===== src/rtl/combi_fetch_buffer.sv =====
// Instruction-fetch producer: issues sequential word fetches, tracks outstanding
// requests and presents returned words in order to the decode stage.
module combi_fetch_buffer #(
    parameter int unsigned DEPTH     = 4,
    parameter logic [31:0] RESET_PC  = 32'h0000_0000,
    parameter logic [31:0] NOP_INSTR = 32'h0000_0013
) (
    input  logic                      clk,
    input  logic                      rst,
    output logic                      imem_req,
    output logic [31:0]               imem_addr,
    input  logic                      imem_gnt,
    input  logic                      imem_rvalid,
    input  logic [31:0]               imem_rdata,
    input  logic                      stall_i,
    input  logic                      redirect_i,
    input  logic [31:0]               redirect_pc,
    output logic [31:0]               instr_o,
    output logic [31:0]               pc_o,
    output logic                      valid_o,
    output logic [$clog2(DEPTH):0]    inflight_o
);

    localparam int unsigned AW = $clog2(DEPTH);
    localparam int unsigned CW = AW + 1;
    localparam logic [CW:0] LIMIT = (CW + 1)'(DEPTH);

    logic [31:0]   fetch_pc_q, fetch_pc_d;
    logic [31:0]   q_pc_q    [DEPTH];
    logic [31:0]   q_instr_q [DEPTH];
    logic [31:0]   pcf_q     [DEPTH];
    logic [AW-1:0] rd_ptr_q, rd_ptr_d, wr_ptr_q, wr_ptr_d;
    logic [AW-1:0] pcf_rd_q, pcf_rd_d, pcf_wr_q, pcf_wr_d;
    logic [CW-1:0] count_q, count_d, inflight_q, inflight_d, drop_q, drop_d;
    logic          issue, resp_drop, resp_keep, push, pop, valid;

    // Credit covers both buffered and pending words, so every kept response has a slot.
    assign imem_req  = ~rst & (({1'b0, count_q} + {1'b0, inflight_q}) < LIMIT);
    assign imem_addr = fetch_pc_q;
    assign issue     = imem_req & imem_gnt;
    assign resp_drop = imem_rvalid & (drop_q != '0);
    assign resp_keep = imem_rvalid & (drop_q == '0) & (inflight_q != '0);
    assign push      = resp_keep & ~redirect_i;
    assign valid     = ~rst & (count_q != '0);
    assign pop       = valid & ~stall_i & ~redirect_i;

    assign valid_o    = valid;
    assign instr_o    = valid ? q_instr_q[rd_ptr_q] : NOP_INSTR;
    assign pc_o       = valid ? q_pc_q[rd_ptr_q] : 32'h0000_0000;
    assign inflight_o = inflight_q;

    always_comb begin
        fetch_pc_d = fetch_pc_q;
        rd_ptr_d   = rd_ptr_q;
        wr_ptr_d   = wr_ptr_q;
        count_d    = count_q;
        inflight_d = inflight_q;
        drop_d     = drop_q;
        pcf_rd_d   = pcf_rd_q;
        pcf_wr_d   = pcf_wr_q;
        if (redirect_i) begin
            fetch_pc_d = redirect_pc & 32'hFFFF_FFFC;
            rd_ptr_d   = '0;
            wr_ptr_d   = '0;
            count_d    = '0;
            pcf_rd_d   = '0;
            pcf_wr_d   = '0;
            inflight_d = '0;
            // Everything still pending, including a request issued right now, becomes stale.
            drop_d = drop_q - CW'(resp_drop) + inflight_q - CW'(resp_keep) + CW'(issue);
        end else begin
            if (issue) begin
                fetch_pc_d = fetch_pc_q + 32'd4;
                pcf_wr_d   = pcf_wr_q + AW'(1);
            end
            if (resp_keep) pcf_rd_d = pcf_rd_q + AW'(1);
            if (push)      wr_ptr_d = wr_ptr_q + AW'(1);
            if (pop)       rd_ptr_d = rd_ptr_q + AW'(1);
            count_d    = count_q + CW'(push) - CW'(pop);
            inflight_d = inflight_q + CW'(issue) - CW'(resp_keep);
            drop_d     = drop_q - CW'(resp_drop);
        end
    end

    always_ff @(posedge clk) begin
        if (rst) begin
            fetch_pc_q <= RESET_PC;
            rd_ptr_q   <= '0;
            wr_ptr_q   <= '0;
            count_q    <= '0;
            inflight_q <= '0;
            drop_q     <= '0;
            pcf_rd_q   <= '0;
            pcf_wr_q   <= '0;
        end else begin
            fetch_pc_q <= fetch_pc_d;
            rd_ptr_q   <= rd_ptr_d;
            wr_ptr_q   <= wr_ptr_d;
            count_q    <= count_d;
            inflight_q <= inflight_d;
            drop_q     <= drop_d;
            pcf_rd_q   <= pcf_rd_d;
            pcf_wr_q   <= pcf_wr_d;
        end
    end

    // Storage carries no reset; occupancy is tracked by the pointers and counters.
    always_ff @(posedge clk) begin
        if (issue && !redirect_i) pcf_q[pcf_wr_q] <= fetch_pc_q;
        if (push) begin
            q_pc_q[wr_ptr_q]    <= pcf_q[pcf_rd_q];
            q_instr_q[wr_ptr_q] <= imem_rdata;
        end
    end

    a_credit:   assert property (@(posedge clk) disable iff (rst)
                    ({1'b0, count_q} + {1'b0, inflight_q}) <= LIMIT);
    a_inflight: assert property (@(posedge clk) disable iff (rst) {1'b0, inflight_q} <= LIMIT);
    a_drop:     assert property (@(posedge clk) disable iff (rst) {1'b0, drop_q} <= LIMIT);

endmodule


===== config.mk =====
export PLATFORM = sky130hd
export DESIGN_NAME = combi_fetch_buffer
export DESIGN_NICKNAME = d
export VERILOG_FILES = /design/src/rtl/combi_fetch_buffer.sv
export SDC_FILE = /design/constraint.sdc
export NUM_CORES = 1
export LEC_CHECK = 0
export BUFFER_PORTS_ARGS = -buffer_cell sky130_fd_sc_hd__buf_2
export CORE_MARGIN = 2
export CORE_UTILIZATION = 30
export DETAILED_ROUTE_END_ITERATION = 16
export MAX_ROUTING_LAYER = met4
export PLACE_DENSITY = 0.58
export SETUP_SLACK_MARGIN = 0.05
export SYNTH_ARGS = -nofsm -noshare
export SYNTH_HDL_FRONTEND = slang
export SYNTH_SLANG_ARGS = --single-unit
export TNS_END_PERCENT = 20

===== constraint.sdc =====
create_clock -name clk -period 8.3 [get_ports clk]
set_input_delay 1.245 -clock clk [delete_from_list [all_inputs] [get_ports clk]]
set_output_delay 1.245 -clock clk [all_outputs]
set_load 0.05 [all_outputs]

==> results.txt <==
----------------------------------------------------
[Die]
  Initial Util ... 0.302
  Die outline area ... 57100 sq um
  Die Span Y ... 239 microns
  Die extent in x ... 239 microns
  I/O pin count ... between 150 and 200
  Core area ... 54900 sq um
  Row count ... 86

[Global route]
  Vias in the first global route ... 8863
  Global route total overflow ... 0
  Antenna violations before repair ... 2
  Maximum number of pins on one net before global-route repair ... 63
  Global-route wire length before repair ... 53900 microns
  Global-route usage over all layers ... 0.130

[Min path]
  Min-Delay Path Depth ... 2
  WHS Endpoint ... pcf_wr_q[1]
  Min-delay worst type ... reg2reg
  Critical hold path startpoint ... pcf_wr_q[1]

[Synth]
  Share of the synthesized area in the top cell type ... 0.668
  Top cells by area in the synthesized netlist ... sky130_fd_sc_hd__edfxtp_1, sky130_fd_sc_hd__mux4_2, sky130_fd_sc_hd__dfxtp_1, sky130_fd_sc_hd__and2_1, sky130_fd_sc_hd__xnor2_1
  Cell area after synthesis ... 16600 sq um
  Syn_area_per_cell ... 18.8 sq um
  Synth Warn # ... 0
  Count of state elements after synthesis ... 419
  Sequential-to-total area share from yosys stat ... 0.729
  Count of different cell masters after synthesis ... 40
  Gate count after technology mapping ... 880
  Post-synthesis cell type with the largest combined area ... sky130_fd_sc_hd__edfxtp_1

[Timing]
  Number of failing hold endpoints at the final stage ... 0
  Min cycle time layout ... 4.36 ns
  Post-route worst setup slack ... a little under 4 ns
  Actual slew at the worst max-slew pin ... 1.09 ns
  Max Freq ... between 200 and 250 MHz
  Setup repair after global routing missed its margin ... false
  Max Slew Vio Count ... 0
  Aggregate negative setup slack ... 0 ns
  Worst rel slew slack ... 0.276
  Setup violations, final ... 0
  Worst clock skew ... 0.0165 ns
  Crit share post-route ... 0.526

[Power]
  Total power ... 4630 uW
  Pwr dens ... 235 nW/um^2
  Static leakage ... around 0.0066 uW
  VDD IR max ... about 0.18 mV

[Setup path]
  Crit path capture type ... primary output
  Worst Path Class, Setup ... reg2out
  Source of the worst register-to-register timing path ... inflight_o[2]
  Largest driver fanout on the critical path ... 38
  R2r setup slk ... 4.64 ns
  Data required time of the worst path ... around 7 ns
  End of the worst register-to-register path ... drop_q[2]
  Data arrival time of the critical path ... 3.12 ns
  Critical path startpoint category ... flop
  Worst reg-to-reg path cell count ... 12

[Clock network]
  Clock latency on the worst-skew pair ... 0.58 ns
  Max Buffers Root-to-Sink ... 3
  Cell at the root of the clock tree ... sky130_fd_sc_hd__clkbuf_16
  Hold-fix buffers, CTS ... 0
  Post-CTS resize count ... 0
  Htree depth ... 2
  TritonCTS clock tree ... built
  Clock sink count ... 419
  Postcts setup bufs ... 0
  TritonCTS buffer count ... 46
  Clock slew at reported path FFs ... 0.06 ns

[Placed design]
  I/O Buffers ... 164
  Final HPWL DP ... 21000 microns
  Cell count after placement ... 1717
  Place WS ... about 3.6 ns
  Routability Congestion ... 0.723

[Final layout]
  Number of non-filler instances in the completed layout ... 1801
  Utilization after layout ... 0.359
  Fraction of layout instances using a drive strength above 1 ... 0.331
  P&R area growth vs syn ... 19.1%
  Number of nets in the layout ... 1153
  Number of fill cells in the layout ... just over 5000
  Count of inserted antenna diode cells ... 0

[Route]
  Number of routed nets with antenna violations ... 0
  Total via count in the routed design ... about 8400
  Residual DRC count ... 0
  Length of the first detailed-routing pass in iterations ... 4
  Starting DRC count in detailed routing ... 509
  Mean routed wirelength per cell ... 19.8 microns
  Routed WL ... 35600 microns
  Drt via density ... 4.65

[Status]
  Outcome ... finished clean

[Run]
  Max Cap Viol ... 0

----------------------------------------------------
-- placed cells by master, fill, tap and decap left out, drive strengths merged, types with 20 or more instances in the layout --
master  count
nor2       43
clkbuf     62
edfxtp    368
and2       64
dfxtp      51
mux4       92
a211oi     20
inv        24
buf       178
xnor2      31
nand2      21
-- stage by stage --
stage	hold slack, ns	instance area (sq um)
final	0.517	19700
after floorplan	0.469	16600
after global routing	0.544	19700
after CTS	0.517	19700
after detailed placement	0.508	18200
after global placement	0.491	18200
-- how the worst max path moves through the flow --
| stage | to | cells after the start | start | slack [ns] |
|---|---|---|---|---|
| finish | pc_o[14] | 4 | flop | 3.94 |
| global route | pc_o[14] | 4 | flop | 3.63 |
| CTS | pc_o[23] | 4 | flop | 3.73 |
| detailed placement | drop_q[2] | 13 | rst | 3.58 |
| global placement | drop_q[2] | 13 | rst | 3.61 |
| floorplan | pc_o[22] | 3 | rst | 4.46 |
-- cells in the mapped netlist --
| master | n |
|---|---|
| sky130_fd_sc_hd__nor3_1 | 8 |
| sky130_fd_sc_hd__buf_6 | 2 |
| sky130_fd_sc_hd__nor2_1 | 43 |
| sky130_fd_sc_hd__nand4_1 | 7 |
| sky130_fd_sc_hd__clkbuf_1 | 30 |
| sky130_fd_sc_hd__or2_2 | 1 |
| sky130_fd_sc_hd__nor4b_2 | 1 |
| sky130_fd_sc_hd__nand4_2 | 1 |
| sky130_fd_sc_hd__xor2_1 | 7 |
| sky130_fd_sc_hd__and2_1 | 64 |
| sky130_fd_sc_hd__a311oi_1 | 2 |
| sky130_fd_sc_hd__nor3_2 | 10 |
| sky130_fd_sc_hd__conb_1 | 1 |
| sky130_fd_sc_hd__nand3_1 | 9 |
| sky130_fd_sc_hd__buf_2 | 11 |
| sky130_fd_sc_hd__mux2i_1 | 2 |
| sky130_fd_sc_hd__xnor2_1 | 31 |
| sky130_fd_sc_hd__o21ai_0 | 3 |
| sky130_fd_sc_hd__dfxtp_1 | 51 |
| sky130_fd_sc_hd__buf_4 | 4 |
| sky130_fd_sc_hd__a21oi_1 | 12 |
| sky130_fd_sc_hd__nor3b_1 | 2 |
| sky130_fd_sc_hd__a211oi_1 | 20 |
| sky130_fd_sc_hd__ha_1 | 18 |
| sky130_fd_sc_hd__o21a_1 | 2 |
| sky130_fd_sc_hd__inv_2 | 2 |
| sky130_fd_sc_hd__or3_1 | 4 |
| sky130_fd_sc_hd__nor4_4 | 4 |
| sky130_fd_sc_hd__and3_1 | 12 |
| sky130_fd_sc_hd__and4_1 | 5 |
| sky130_fd_sc_hd__inv_1 | 20 |
| sky130_fd_sc_hd__nand2_1 | 21 |
| sky130_fd_sc_hd__o21bai_1 | 2 |
| sky130_fd_sc_hd__o22ai_1 | 1 |
| sky130_fd_sc_hd__edfxtp_1 | 368 |
| sky130_fd_sc_hd__mux4_2 | 92 |
| sky130_fd_sc_hd__nor2b_1 | 1 |
| sky130_fd_sc_hd__buf_1 | 1 |
| sky130_fd_sc_hd__o311a_1 | 1 |
| sky130_fd_sc_hd__fa_1 | 4 |
-- cell type report --
cell class                 count  area (sq um)  area share
clock buffer                  62          1260      0.0640
sequential                   419         12100       0.613
clock inverter                22           264      0.0134
inverter                      22          82.6     0.00419
timing repair buffer         178           926      0.0470
multi-input combinational    394          4220       0.214
tap                          704           881      0.0447
-- worst max-delay path, stage by stage, from the launching register on --
cell and delay [ns]:
sky130_fd_sc_hd__dfxtp_4 0.89, sky130_fd_sc_hd__buf_4 0.61, sky130_fd_sc_hd__mux4_2 0.58, sky130_fd_sc_hd__and2_1 0.20
sky130_fd_sc_hd__buf_2 0.22
-- state kept, by name (all words and copies together), names as in the netlist, 3 cells and up, named ones only --
name,count
q_instr_q,128
pcf_q,120
q_pc_q,120
imem_addr,30
count_q,3
drop_q,3
inflight_o,3
-- report_power, final --
part           internal [uW]  total, uW  switching [uW]
clock network           1200       2020             823
logic                   94.0        251             157
registers               2320       2360            35.7
-- cell families (layout without fill, tap and decap cells) --
kind of cell               after synthesis  after routing  synth area share
AOI/OAI and AO/OA                       43             43            0.0175
xor gates and xnor gates                38             38            0.0201
adders and majority gates               22             22            0.0184
buffers and inverters                   70            284            0.0185
DFF                                    419            419             0.729
muxes                                   94             94             0.126
other                                    1              4          0.000227
and+or+nand+nor                        193            193            0.0697
-- per-layer routing --
metal  vias up  global-route usage  wire (microns)
li1       3798                   -               -
met1      4308               0.173           16300
met2       210               0.201           16400
met3        60              0.0268            1890
met4         0              0.0428             964
met5         -                   -               0
Note: power is estimated with default switching activity, not from simulation.
